### config.mk
export PLATFORM = sky130hd
export DESIGN_NAME = mem_port_arbiter
export DESIGN_NICKNAME = d
export VERILOG_FILES = /design/src/rtl/mem_port_arbiter.sv
export SDC_FILE = /design/constraint.sdc
export NUM_CORES = 1
export LEC_CHECK = 0
export ABC_AREA = 1
export BUFFER_PORTS_ARGS = -buffer_cell sky130_fd_sc_hd__clkbuf_2
export CAP_MARGIN = 20
export CORE_AREA = 4 4 115 117
export CTS_CLUSTER_SIZE = 12
export DETAILED_ROUTE_END_ITERATION = 6
export DIE_AREA = 0 0 119 121
export GPL_TIMING_DRIVEN = 0
export PLACE_DENSITY_LB_ADDON = 0.25
export SYNTH_ARGS = -nofsm -noshare
export SYNTH_HDL_FRONTEND = slang
export SYNTH_SLANG_ARGS = --single-unit
### constraint.sdc
create_clock -name clk -period 1.3 [get_ports clk]
set_input_delay 0.195 -clock clk [delete_from_list [all_inputs] [get_ports clk]]
set_output_delay 0.195 -clock clk [all_outputs]
set_load 0.02 [all_outputs]
### src/rtl/mem_port_arbiter.sv
// ----------------------------------------------------------------------------
// mem_port_arbiter
//   Shares one data-memory port between the core load/store path (c_*) and an
//   auxiliary requester such as an I/O loader or DMA engine (a_*). Each access
//   is a two-phase transaction. In ISS_x the memory port is driven from the
//   granted requester's live inputs. In RSP_x the requester receives a
//   one-cycle ack and the memory read data.
//
//   Optional feature macro: WRITE_POST_EN
//     When defined, a write is acknowledged in its ISS cycle and the FSM
//     arbitrates straight from ISS, so back-to-back writes run one per cycle.
//     Reads are unchanged.
//
// Parameters
//   ADDR_W      address width (core, aux, memory)
//   DATA_W      data width
//   FIXED_PRIO  0 = round-robin between core and aux, 1 = core always wins
//
// Ports
//   clk                       rising-edge clock
//   reset                     asynchronous, active-low reset
//   c_req/c_we/c_addr/c_wdata core request, held until c_ack
//   c_rdata, c_ack, c_stall   core read data, completion pulse, stall
//   a_req/a_we/a_addr/a_wdata aux request, held until a_ack
//   a_rdata, a_ack            aux read data, completion pulse
//   m_en/m_we/m_addr/m_wdata  memory port command
//   m_rdata                   memory read data, one cycle after a read issue
// ----------------------------------------------------------------------------
module mem_port_arbiter #(
  parameter int ADDR_W     = 32,
  parameter int DATA_W     = 32,
  parameter int FIXED_PRIO = 0
) (
  input  logic              clk,
  input  logic              reset,
  input  logic              c_req,
  input  logic              c_we,
  input  logic [ADDR_W-1:0] c_addr,
  input  logic [DATA_W-1:0] c_wdata,
  output logic [DATA_W-1:0] c_rdata,
  output logic              c_ack,
  output logic              c_stall,
  input  logic              a_req,
  input  logic              a_we,
  input  logic [ADDR_W-1:0] a_addr,
  input  logic [DATA_W-1:0] a_wdata,
  output logic [DATA_W-1:0] a_rdata,
  output logic              a_ack,
  output logic              m_en,
  output logic              m_we,
  output logic [ADDR_W-1:0] m_addr,
  output logic [DATA_W-1:0] m_wdata,
  input  logic [DATA_W-1:0] m_rdata
);

  typedef enum logic [2:0] {
    IDLE  = 3'd0,
    ISS_C = 3'd1,
    RSP_C = 3'd2,
    ISS_A = 3'd3,
    RSP_A = 3'd4
  } state_t;

  state_t r_state;
  state_t w_next;
  logic   r_last;       // last requester served: 0 = core, 1 = aux
  logic   w_last_next;
  logic   w_arb;        // this cycle may start a new access
  logic   w_grant_c;
  logic   w_grant_a;

  // Grant decision. With FIXED_PRIO=0 a tie goes to whoever was not served
  // last, which bounds the wait of a requester to one access of the other.
  always_comb begin
    w_grant_c = 1'b0;
    w_grant_a = 1'b0;
    if (c_req && a_req) begin
      if ((FIXED_PRIO != 0) || r_last) w_grant_c = 1'b1;
      else                             w_grant_a = 1'b1;
    end else if (c_req) begin
      w_grant_c = 1'b1;
    end else if (a_req) begin
      w_grant_a = 1'b1;
    end
  end

  // NOTE: every output of this block gets a default first, so no path leaves
  // a signal unassigned and no latch is inferred.
  always_comb begin
    w_next      = r_state;
    w_last_next = r_last;
    w_arb       = 1'b0;
    m_en        = 1'b0;
    m_we        = 1'b0;
    m_addr      = '0;
    m_wdata     = '0;
    c_ack       = 1'b0;
    a_ack       = 1'b0;

    unique case (r_state)
      IDLE: w_arb = 1'b1;
      ISS_C: begin
        m_en    = 1'b1;
        m_we    = c_we;
        m_addr  = c_addr;
        m_wdata = c_wdata;
        w_next  = RSP_C;
`ifdef WRITE_POST_EN
        if (c_we) begin
          c_ack = 1'b1;
          w_arb = 1'b1;
        end
`endif
      end
      RSP_C: begin
        c_ack = 1'b1;
        w_arb = 1'b1;
      end
      ISS_A: begin
        m_en    = 1'b1;
        m_we    = a_we;
        m_addr  = a_addr;
        m_wdata = a_wdata;
        w_next  = RSP_A;
`ifdef WRITE_POST_EN
        if (a_we) begin
          a_ack = 1'b1;
          w_arb = 1'b1;
        end
`endif
      end
      RSP_A: begin
        a_ack = 1'b1;
        w_arb = 1'b1;
      end
      default: w_next = IDLE;
    endcase

    // The served flag moves together with the grant, so an ISS cycle that
    // arbitrates (posted write) already sees its own requester as last.
    if (w_arb) begin
      if (w_grant_c) begin
        w_next      = ISS_C;
        w_last_next = 1'b0;
      end else if (w_grant_a) begin
        w_next      = ISS_A;
        w_last_next = 1'b1;
      end else begin
        w_next      = IDLE;
      end
    end
  end

  // NOTE: sequential state uses non-blocking assignments so every register
  // samples the values from before the edge, independent of statement order.
  always_ff @(posedge clk or negedge reset) begin
    if (!reset) begin
      r_state <= IDLE;
      r_last  <= 1'b1;
    end else begin
      r_state <= w_next;
      r_last  <= w_last_next;
    end
  end

  // Read data is a plain copy of the memory bus; it is only meaningful while
  // the matching ack is high.
  assign c_rdata = m_rdata;
  assign a_rdata = m_rdata;
  assign c_stall = c_req & ~c_ack;

endmodule
==> summary.md, run 1 <==
| Metric | Value |
|---|---|
| Endpoint of the worst hold path | `r_last` |
| Max Cap Viol | `0` |
| CP max stage cell | `dfrtp_2` |
| Violations in the final reports | `setup timing` |
| Die outline height | `121 um` |
| Fillcell total | `approximately 1300` |
| First-pass GRT wire length | `13.5 mm` |
| RSZ-0062 raised after global routing | `yes` |
| Syn nets | `around 470` |
| Initial antenna violation count | `0` |
| Worst EP arrival | `1560 ps` |
| Finished layout cell area | `~0.0043 mm^2` |
| Critical R2R Launch | `r_state[2]` |
| Final Instance Count excl. Fillers | `approximately 760` |
| Max VDD drop | `1.12 mV` |
| All-Layer GR Usage | `0.111` |
| HPWL Detailed | `~7.5 mm` |
| H-tree levels | `1` |
| Max Buffers Root-to-Sink | `2` |
| Post-Syn Instances | `roughly 300` |
| Cell Area, Synth | `0.00160 mm^2` |
| CP Class | `flop to output port` |
| Via count | `2942` |
| DRC viols | `0` |
| Reg power frac | `0.031` |
| CTS root buffer | `clkbuf_16` |
| Die Width | `roughly 120 um` |
| Sw Ratio | `0.485` |
| CP Buf/Inv Count | `4` |
| HP Class | `input port to flop` |
| Hold Slack | `around 260 ps` |
| Proportion of layout cells with a drive suffix above 1 | `0.783` |
| DIE AREA | `around 0.014 mm^2` |
| Critical Path Start Type | `flop` |
| Clock share of power | `0.060` |
| Iteration-0 DRC Markers | `56` |
| CP Cell Sequence | `nor3_4, buf_6, buf_12, clkbuf_16, nand2_2, nand2_2, buf_8` |
| Status | `finished, violations left` |
| PD cells | `between 1500 and 2000 mW/mm^2` |
| Clock transition at path regs | `30 ps` |
| Pleak | `0.00252 uW` |
| TritonCTS buffer count | `3` |
| Placed cell count | `741` |
| Syn avg cell area | `5.28 um^2` |
| Worst R2R End | `r_state[2]` |
| Core area | `0.0124 mm^2` |
| Final Setup Violations | `68` |
| Initial core utilization | `0.129` |
| Crit path top cell by count | `nand2_2` |
| Io pins | `299` |
| CP max stage delay | `440 ps` |
| FF+latch count, synth | `4` |
| Port Buffers | `266` |
| Area growth from synthesis to layout | `171%` |
| CP max FO | `5` |
| Worst setup margin | `-452 ps` |
| Post-route ant nets | `0` |
| Pint | `4240 uW` |
| CTS tree | `yes` |
| WL final | `9.42 mm` |
| Utilization after layout | `0.350` |
| P_sw | `3990 uW` |
| First-pass iteration count of the detailed router | `4` |
| Pin count of the biggest net entering global routing | `11` |
| Total Power | `8230 uW` |
| Comb pwr share | `0.909` |
| Relative slew slack | `0.864` |
| FMAX | `571 MHz` |
| Final slew viol count | `0` |
| Final #Nets | `756` |
| Hold Crit Start | `c_req` |
| R2R depth | `3` |
| Critical path required time | `1110 ps` |
| Cell variety after synth | `16` |
| Crit end category | `output port` |
| Total gr overflow | `0` |
| Final worst-path cycle share | `1.35` |
| Tmin final | `1750 ps` |
| Worst Tran Pin Value | `204 ps` |
| Worst-Skew Late Latency | `220 ps` |
| Vias per cell | `3.87` |
| Hold Fails Final Rpt | `0` |
| Routed wire per std cell | `roughly 12 um` |
| Vias in the first global route | `slightly below 3000` |
| Part of the Yosys area used for sequential elements | `0.0633` |
| Yosys warns | `0` |
| CP top delay family | `buffers and inverters` |
| DP Area | `0.00324 mm^2` |
| Hold Path Depth | `4` |
| Row cnt | `41` |
| # clock sinks | `4` |
| Flop2flop setup slack | `220 ps` |
| RePlAce Congestion | `0.754` |
| Antenna diodes | `0` |
| Worst Skew | `1.35 ps` |
==> per-stage QoR <==
stage | setup TNS, ps | setup WS (ps)
2_1_floorplan | -959 | -95.3
3_3_place_gp | -18920 | -463
3_5_place_dp | -18540 | -460
4_1_cts | -26130 | -443
5_1_grt | -31890 | -530
6_report | -27000 | -452
==> worst max path at each step <==
stage / start / end / slack (ps) / depth (start not counted)
global route: r_state[0] / m_wdata[14] / -530 / 8
floorplan: r_state[1] / m_wdata[12] / -100 / 5
global placement: r_state[1] / m_wdata[20] / -460 / 6
CTS: r_state[1] / m_wdata[26] / -440 / 7
finish: r_state[2] / m_wdata[14] / -450 / 7
detailed placement: r_state[1] / m_wdata[17] / -460 / 6
==> power by group through the flow <==
stage | logic, uW | registers (uW) | clock network (uW)
after floorplan | 3270 | 238 | 0
after global placement | 4920 | 246 | 0
after detailed placement | 4920 | 248 | 0
after CTS | 6290 | 238 | 503
after global routing | 7990 | 261 | 518
final | 7490 | 252 | 493
==> sequential cells by signal, indices dropped and copies added (netlist names) <==
name / count
r_state: 3
r_last: 1
==> layout by cell type, fill, tap and decap left out <==
cell type        n
dfrtp_1          2
nand2_2         81
nor2_4           1
buf_8           45
buf_2            5
clkbuf_2       204
buf_4           76
buf_6           24
a21oi_1          2
dlygate4sd3_1    1
buf_12           1
nor3b_2          1
nand3_1         65
inv_1            3
dfstp_2          1
clkbuf_4         2
dfrtp_2          1
nor3_4           2
nand2_1         53
clkbuf_1         1
inv_2            1
nor2_1           1
clkbuf_16        7
clkbuf_8         5
nand2_4          3
inv_4            1
==> tightest hold or removal path, delay by kind of cell <==
kind            cells  cell delay [ps]
simple gates        2              140
compound gates      1               60
buf+inv             1               90
==> cell type report <==
type | instances | area, um^2 | area share
Sequential cell | 4 | 103 | 0.0237
Multi-Input combinational cell | 209 | 1130 | 0.262
Buffer | 84 | 694 | 0.160
Clock buffer | 4 | 78.8 | 0.0182
Tap cell | 172 | 215 | 0.0497
Timing Repair Buffer | 283 | 2080 | 0.481
Inverter | 5 | 21.3 | 0.00491
==> layer usage <==
metal / vias to the layer above / wire length (um) / global-route usage
li1: 1464 / - / -
met1: 1302 / 3120 / 0.116
met2: 162 / 5280 / 0.222
met3: 14 / 872 / 0.0252
met4: 0 / 144 / 0.0282
met5: - / 0 / 0
==> cells in the mapped netlist (all sizes together) <==
master | number | area, um^2
nand2 | 137 | 514
buf | 81 | 583
nand3 | 65 | 325
inv | 5 | 18.8
clkbuf | 4 | 15.0
dfrtp | 3 | 75.1
a21oi | 2 | 10.0
nor2 | 2 | 10.0
nor3 | 2 | 15.0
dfstp | 1 | 26.3
nor3b | 1 | 7.51
==> kinds of logic after synthesis <==
family / share of synthesized area
AOI/OAI and AO/OA: 0.00626
buffers and inverters: 0.385
DFF: 0.0633
and+or+nand+nor: 0.545
==> timing repair <==
| item | 4_1_cts | 5_1_grt |
|---|---|---|
| hold endpoints to repair | 4 | 0 |
| endpoints found under the setup margin | 68 | 69 |
| buffers inserted | 7 | 4 |
| hold buffers | 1 | 0 |
| pin swaps | 5 | 16 |
| resized for setup | 126 | 157 |
| gates cloned | 2 | 4 |
Note: power is estimated with default switching activity, not from simulation.
==> run 2: changes to the inputs <==
==> constraint.sdc (replaced) <==
create_clock -name clk -period 1.3 [get_ports clk]
set_input_delay 0 -clock clk [delete_from_list [all_inputs] [get_ports clk]]
set_output_delay 0 -clock clk [all_outputs]
set_load 0.02 [all_outputs]
==> summary.md, run 2 (synthesis gave the netlist of run 1 again) <==
| Metric | Value |
|---|---|
| Status | `finished, violations left (unchanged)` |
| Violations in the final reports | `setup timing (unchanged)` |
| Fillcell total | `1373 (was 1329)` |
| First-pass iteration count of the detailed router | `4 (unchanged)` |
| Row cnt | `41 (unchanged)` |
| Largest regs | `r_state: 3 flops, r_last: 1 flops (unchanged)` |
| Max Buffers Root-to-Sink | `2 (unchanged)` |
| Final worst-path cycle share | `1.20 (was 1.35)` |
| Worst Setup SP | `r_state[2] (unchanged)` |
| Vias per cell | `3.85 (was 3.87)` |
| Biggest register | `r_state (unchanged)` |
| Comb pwr share | `0.902 (was 0.909)` |
| Post-route ant nets | `0 (unchanged)` |
| Final #Nets | `757 (was 756)` |
| HPWL Detailed | `7.36 mm (was 7.51 mm)` |
| DP Area | `0.00315 mm^2 (was 0.00324 mm^2)` |
| Critical Path Start Type | `flop (unchanged)` |
| Die outline height | `121 um (unchanged)` |
| # clock sinks | `4 (unchanged)` |
| PD cells | `1850 mW/mm^2 (was 1900 mW/mm^2)` |
| H-tree levels | `1 (unchanged)` |
| CP max FO | `8 (was 5)` |
| Area growth from synthesis to layout | `158% (was 171%)` |
| Vias in the first global route | `2758 (was 2890)` |
| DRC viols | `0 (unchanged)` |
| Port Buffers | `266 (unchanged)` |
| Relative slew slack | `0.844 (was 0.864)` |
| Routed length on met3 | `828 um (was 872 um)` |
| Finished layout cell area | `0.00413 mm^2 (was 0.00433 mm^2)` |
| Max Cap Viol | `0 (unchanged)` |
| Hold Path Depth | `4 (unchanged)` |
| Worst Tran Pin Value | `233 ps (was 204 ps)` |
| RePlAce Congestion | `0.751 (was 0.754)` |
| All-Layer GR Usage | `0.110 (was 0.111)` |
| WL final | `9.10 mm (was 9.42 mm)` |
| Worst Skew | `3.14 ps (was 1.35 ps)` |
| CP Class | `flop to output port (unchanged)` |
| RSZ-0062 raised after global routing | `yes (unchanged)` |
| Storage element area | `103 um^2 (unchanged)` |
| Most frequent cells in the layout | `212 x clkbuf_2, 76 x buf_4, 72 x nand2_1 (was 204 x clkbuf_2, 81 x nand2_2, 76 x buf_4)` |
| Utilization after layout | `0.334 (was 0.350)` |
| Antenna diodes | `0 (unchanged)` |
| Met2 routed WL | `5.11 mm (was 5.28 mm)` |
| FMAX | `640 MHz (was 571 MHz)` |
| Total Power | `7650 uW (was 8230 uW)` |
| Initial core utilization | `0.129 (unchanged)` |
| Final Setup Violations | `65 (was 68)` |
| Pin count of the biggest net entering global routing | `11 (unchanged)` |
| Worst-Skew Late Latency | `230 ps (was 220 ps)` |
| Proportion of layout cells with a drive suffix above 1 | `0.751 (was 0.783)` |
| Clock transition at path regs | `30 ps (about the same)` |
| TritonCTS buffer count | `3 (unchanged)` |
| CP max stage cell | `dfrtp_2 (unchanged)` |
| Critical path required time | `1300 ps (was 1110 ps)` |
| Max VDD drop | `1.36 mV (was 1.12 mV)` |
| Iteration-0 DRC Markers | `70 (was 56)` |
| Core area | `0.0124 mm^2 (unchanged)` |
| HP Class | `input port to flop (unchanged)` |
| Met1 Wirelength | `3.04 mm (was 3.12 mm)` |
| Pleak | `0.00249 uW (was 0.00252 uW)` |
| CTS root buffer | `clkbuf_16 (unchanged)` |
| Flop2flop setup slack | `220 ps (about the same)` |
| Io pins | `299 (unchanged)` |
| Critical R2R Launch | `r_state[2] (unchanged)` |
| Via count | `2931 (was 2942)` |
| Commonest non-fill, non-tap cell in the layout | `clkbuf_2 (unchanged)` |
| Crit path to | `m_addr[18] (was m_wdata[14])` |
| Hold Fails Final Rpt | `0 (unchanged)` |
| Crit end category | `output port (unchanged)` |
| Worst setup margin | `-263 ps (was -452 ps)` |
| DIE AREA | `0.0144 mm^2 (unchanged)` |
| CP Cell Sequence | `nor3_4, buf_8, buf_6, nand2_2, nand2_1, clkbuf_8 (was nor3_4, buf_6, buf_12, clkbuf_16, nand2_2, nand2_2, buf_8)` |
| CTS tree | `yes (unchanged)` |
| Clock share of power | `0.065 (was 0.060)` |
| Max FFs per register | `3 (unchanged)` |
| Sw Ratio | `0.502 (was 0.485)` |
| R2R depth | `2 (was 3)` |
| Final slew viol count | `0 (unchanged)` |
| P_sw | `3830 uW (was 3990 uW)` |
| Total gr overflow | `0 (unchanged)` |
| CP max stage delay | `440 ps (about the same)` |
| Area of the multi-input gates | `0.00109 mm^2 (was 0.00113 mm^2)` |
| Die Width | `119 um (unchanged)` |
| First-pass GRT wire length | `13.1 mm (was 13.5 mm)` |
| Initial antenna violation count | `0 (unchanged)` |
| Tmin final | `1560 ps (was 1750 ps)` |
| Reg power frac | `0.033 (was 0.031)` |
| Uppermost layer routed | `met4 (unchanged)` |
| Pint | `3810 uW (was 4240 uW)` |
| Worst R2R End | `r_state[2] (unchanged)` |
| Worst EP arrival | `1560 ps (about the same)` |
| Routed wire per std cell | `11.9 um (was 12.4 um)` |
run 2: power by group through the flow:
stage / sequential [uW] / combinational, uW / clock (uW)
finish: 250 / 6900 / 498
global route: 260 / 7360 / 518
CTS: 248 / 6490 / 506
detailed placement: 248 / 4750 / 0
global placement: 246 / 4720 / 0
floorplan: 238 / 3080 / 0
run 2: per-layer routing:
| layer | global-route usage | up-vias |
|---|---|---|
| met2 | 0.225 | 159 |
| met5 | 0 | - |
| met4 | 0.0217 | 0 |
| met1 | 0.113 | 1295 |
| met3 | 0.0238 | 10 |
| li1 | - | 1467 |
run 2: final cells by class:
cell class,count,area share
timing repair buffer,283,0.469
multi-input combinational,209,0.264
buffer,85,0.165
tap,172,0.0521
sequential,4,0.0248
clock buffer,4,0.0191
inverter,5,0.00515
run 2: through the flow:
stage	setup TNS [ps]	setup slack (ps)	hold slack (ps)	instances
floorplan	0	98.2	-296	303
global placement	-8450	-265	-186	741
detailed placement	-9320	-294	-187	741
CTS	-12800	-228	51.8	762
global route	-18980	-322	97.3	762
finish	-14080	-263	53.6	762
run 2: what timing repair did:
| action | CTS | global route |
|---|---|---|
| resized for setup | 173 | 80 |
| pin swaps | 9 | 3 |
| endpoints found under the setup margin | 68 | 67 |
| endpoints found under the hold margin | 4 | 0 |
| cloned | 6 | 0 |
| hold buffers | 1 | 0 |
| setup buffers | 10 | 1 |
run 2: worst min path at each step:
stage          start         end  slack, ps
2_1_floorplan  reset  r_state[0]       -300
3_3_place_gp   reset  r_state[1]       -190
3_5_place_dp   reset  r_state[2]       -190
4_1_cts        c_req      r_last         50
5_1_grt        c_req      r_last        100
6_report       c_req      r_last         50
run 2: worst max-delay path, delay by kind of cell, from the launching register on:
family / cells / cell delay, ps
buf+inv: 3 / 500
flops: 1 / 440
simple gates: 3 / 390
==> run 3: changes to the inputs <==
clock period = 1.6 ns   (was 1.3 ns; I/O delays follow)
==> summary.md, run 3 (synthesis gave the netlist of run 1 again) <==
| Metric | Value |
|---|---|
| Clock transition at path regs | `30 ps (about the same)` |
| Max VDD drop | `0.562 mV (was 1.36 mV)` |
| Worst-Skew Late Latency | `230 ps (about the same)` |
| Via count | `2823 (was 2931)` |
| Area of the multi-input gates | `896 um^2 (was 0.00109 mm^2)` |
| Max FFs per register | `3 (unchanged)` |
| First-pass iteration count of the detailed router | `4 (unchanged)` |
| Area growth from synthesis to layout | `111% (was 158%)` |
| H-tree levels | `1 (unchanged)` |
| FMAX | `638 MHz` |
| All-Layer GR Usage | `0.103 (was 0.110)` |
| Vias in the first global route | `2761 (was 2758)` |
| CP max stage cell | `dfrtp_2 (unchanged)` |
| CTS root buffer | `clkbuf_16 (unchanged)` |
| First-pass GRT wire length | `12.5 mm (was 13.1 mm)` |
| Commonest non-fill, non-tap cell in the layout | `clkbuf_2 (unchanged)` |
| Final slew viol count | `0 (unchanged)` |
| P_sw | `2730 uW (was 3830 uW)` |
| Status | `completed (was finished, violations left)` |
| Io pins | `299 (unchanged)` |
| Final #Nets | `743 (was 757)` |
| CTS tree | `yes (unchanged)` |
| Fillcell total | `1407 (was 1373)` |
| Initial antenna violation count | `0 (unchanged)` |
| Vias per cell | `3.77 (was 3.85)` |
| Tmin final | `1570 ps` |
| Most frequent cells in the layout | `238 x clkbuf_2, 136 x nand2_1, 80 x buf_4 (was 212 x clkbuf_2, 76 x buf_4, 72 x nand2_1)` |
| Reg power frac | `0.047 (was 0.033)` |
| Critical path required time | `1600 ps (was 1300 ps)` |
| Core area | `0.0124 mm^2 (unchanged)` |
| Crit end category | `output port (unchanged)` |
| Pin count of the biggest net entering global routing | `11 (unchanged)` |
| WL final | `8.50 mm (was 9.10 mm)` |
| Initial core utilization | `0.129 (unchanged)` |
| CP Buf/Inv Count | `3 (unchanged)` |
| Port Buffers | `266 (unchanged)` |
| Worst Skew | `4.10 ps (was 3.14 ps)` |
| CP max FO | `10 (was 8)` |
| Relative slew slack | `0.807 (was 0.844)` |
| HPWL Detailed | `7.55 mm (was 7.36 mm)` |
| Worst EP arrival | `1570 ps (was 1560 ps)` |
| DIE AREA | `0.0144 mm^2 (unchanged)` |
| Comb pwr share | `0.868 (was 0.902)` |
| Largest regs | `r_state: 3 flops, r_last: 1 flops (unchanged)` |
| Final Setup Violations | `0 (was 65)` |
| Die Width | `119 um (unchanged)` |
| Max Buffers Root-to-Sink | `2 (unchanged)` |
| Utilization after layout | `0.273 (was 0.334)` |
| Storage element area | `103 um^2 (unchanged)` |
| TritonCTS buffer count | `3 (unchanged)` |
| DRC viols | `0 (unchanged)` |
| Hold Slack | `58.0 ps (was 53.6 ps)` |
| CP top delay family | `buffers and inverters (unchanged)` |
| # clock sinks | `4 (unchanged)` |
| Biggest register | `r_state (unchanged)` |
| CP Cell Sequence | `nor3_4, buf_6, buf_6, nand2_1, nand2_1, clkbuf_4 (was nor3_4, buf_8, buf_6, nand2_2, nand2_1, clkbuf_8)` |
| Final Instance Count excl. Fillers | `748 (was 762)` |
| Routed wire per std cell | `11.4 um (was 11.9 um)` |
| RSZ-0062 raised after global routing | `yes (unchanged)` |
| Pint | `2010 uW (was 3810 uW)` |
| Worst Tran Pin Value | `288 ps (was 233 ps)` |
| RePlAce Congestion | `0.774 (was 0.751)` |
| Placed cell count | `741 (unchanged)` |
| Post-route ant nets | `0 (unchanged)` |
| CP Class | `flop to output port (unchanged)` |
| PD cells | `1410 mW/mm^2 (was 1850 mW/mm^2)` |
| Hold Fails Final Rpt | `0 (unchanged)` |
| Row cnt | `41 (unchanged)` |
| Die outline height | `121 um (unchanged)` |
| CP max stage delay | `450 ps (was 440 ps)` |
| Max Cap Viol | `0 (unchanged)` |
| Total gr overflow | `0 (unchanged)` |
| Proportion of layout cells with a drive suffix above 1 | `0.630 (was 0.751)` |
| Sw Ratio | `0.576 (was 0.502)` |
| Antenna diodes | `0 (unchanged)` |
| Pleak | `0.00226 uW (was 0.00249 uW)` |
| HP Class | `input port to flop (unchanged)` |
| Clock share of power | `0.085 (was 0.065)` |
| Iteration-0 DRC Markers | `81 (was 70)` |
| Critical Path Start Type | `flop (unchanged)` |
| Final worst-path cycle share | `0.980` |
-- run 3: worst register-to-register path, delay by kind of cell (launching register included) --
family	cells	cell delay, ps
flip-flops	1	420
buffers and inverters	3	480
AND/OR/NAND/NOR	2	130
-- run 3: area by class of cell --
type	count	share of cell area
inverter	5	0.00630
multi-input combinational	209	0.265
tap	172	0.0638
timing repair buffer	269	0.415
buffer	85	0.195
sequential	4	0.0304
clock buffer	4	0.0234
-- run 3: metrics by stage --
stage	total power [uW]	setup TNS [ps]	cell area (um^2)	setup slack [ps]
global route	5150	-1160	3380	-61.5
floorplan	2690	0	1600	271
CTS	4600	-93.2	3290	-16.4
finish	4740	0	3380	32.4
global placement	4040	0	3150	11.1
detailed placement	4060	-9.05	3150	-9.05
-- run 3: power groups by stage --
stage / logic (uW) / registers, uW / clock network (uW)
floorplan: 2500 / 190 / 0
global placement: 3850 / 199 / 0
detailed placement: 3850 / 203 / 0
CTS: 3980 / 211 / 409
global route: 4510 / 224 / 419
finish: 4120 / 221 / 404
-- run 3: layer usage --
metal | track usage | share of wire | up-vias | routed length (um)
li1 | - | - | 1438 | -
met1 | 0.110 | 0.36 | 1218 | 3040
met2 | 0.206 | 0.54 | 159 | 4550
met3 | 0.0205 | 0.093 | 8 | 792
met4 | 0.0253 | 0.014 | 0 | 121
met5 | 0 | 0 | - | 0
-- run 3: worst paths after layout --
check	from	to	slack, ps	cells past startpoint
min in group asynchronous	reset	r_state[0]	130	2
setup / recovery	r_state[2]	m_wdata[12]	30	6
hold reg to reg	r_last	r_last	460	2
setup reg to reg	r_state[1]	r_state[1]	500	5
max in group asynchronous	reset	r_last	1260	2
hold / removal	c_req	r_last	60	4
-- run 3: timing repair --
item | in CTS | in global routing
hold endpoints to repair | 4 | 0
hold buffers | 1 | 0
buffers inserted | 2 | 0
pin swaps | 0 | 1
gates resized for setup | 14 | 64
endpoints found under the setup margin | 49 | 59
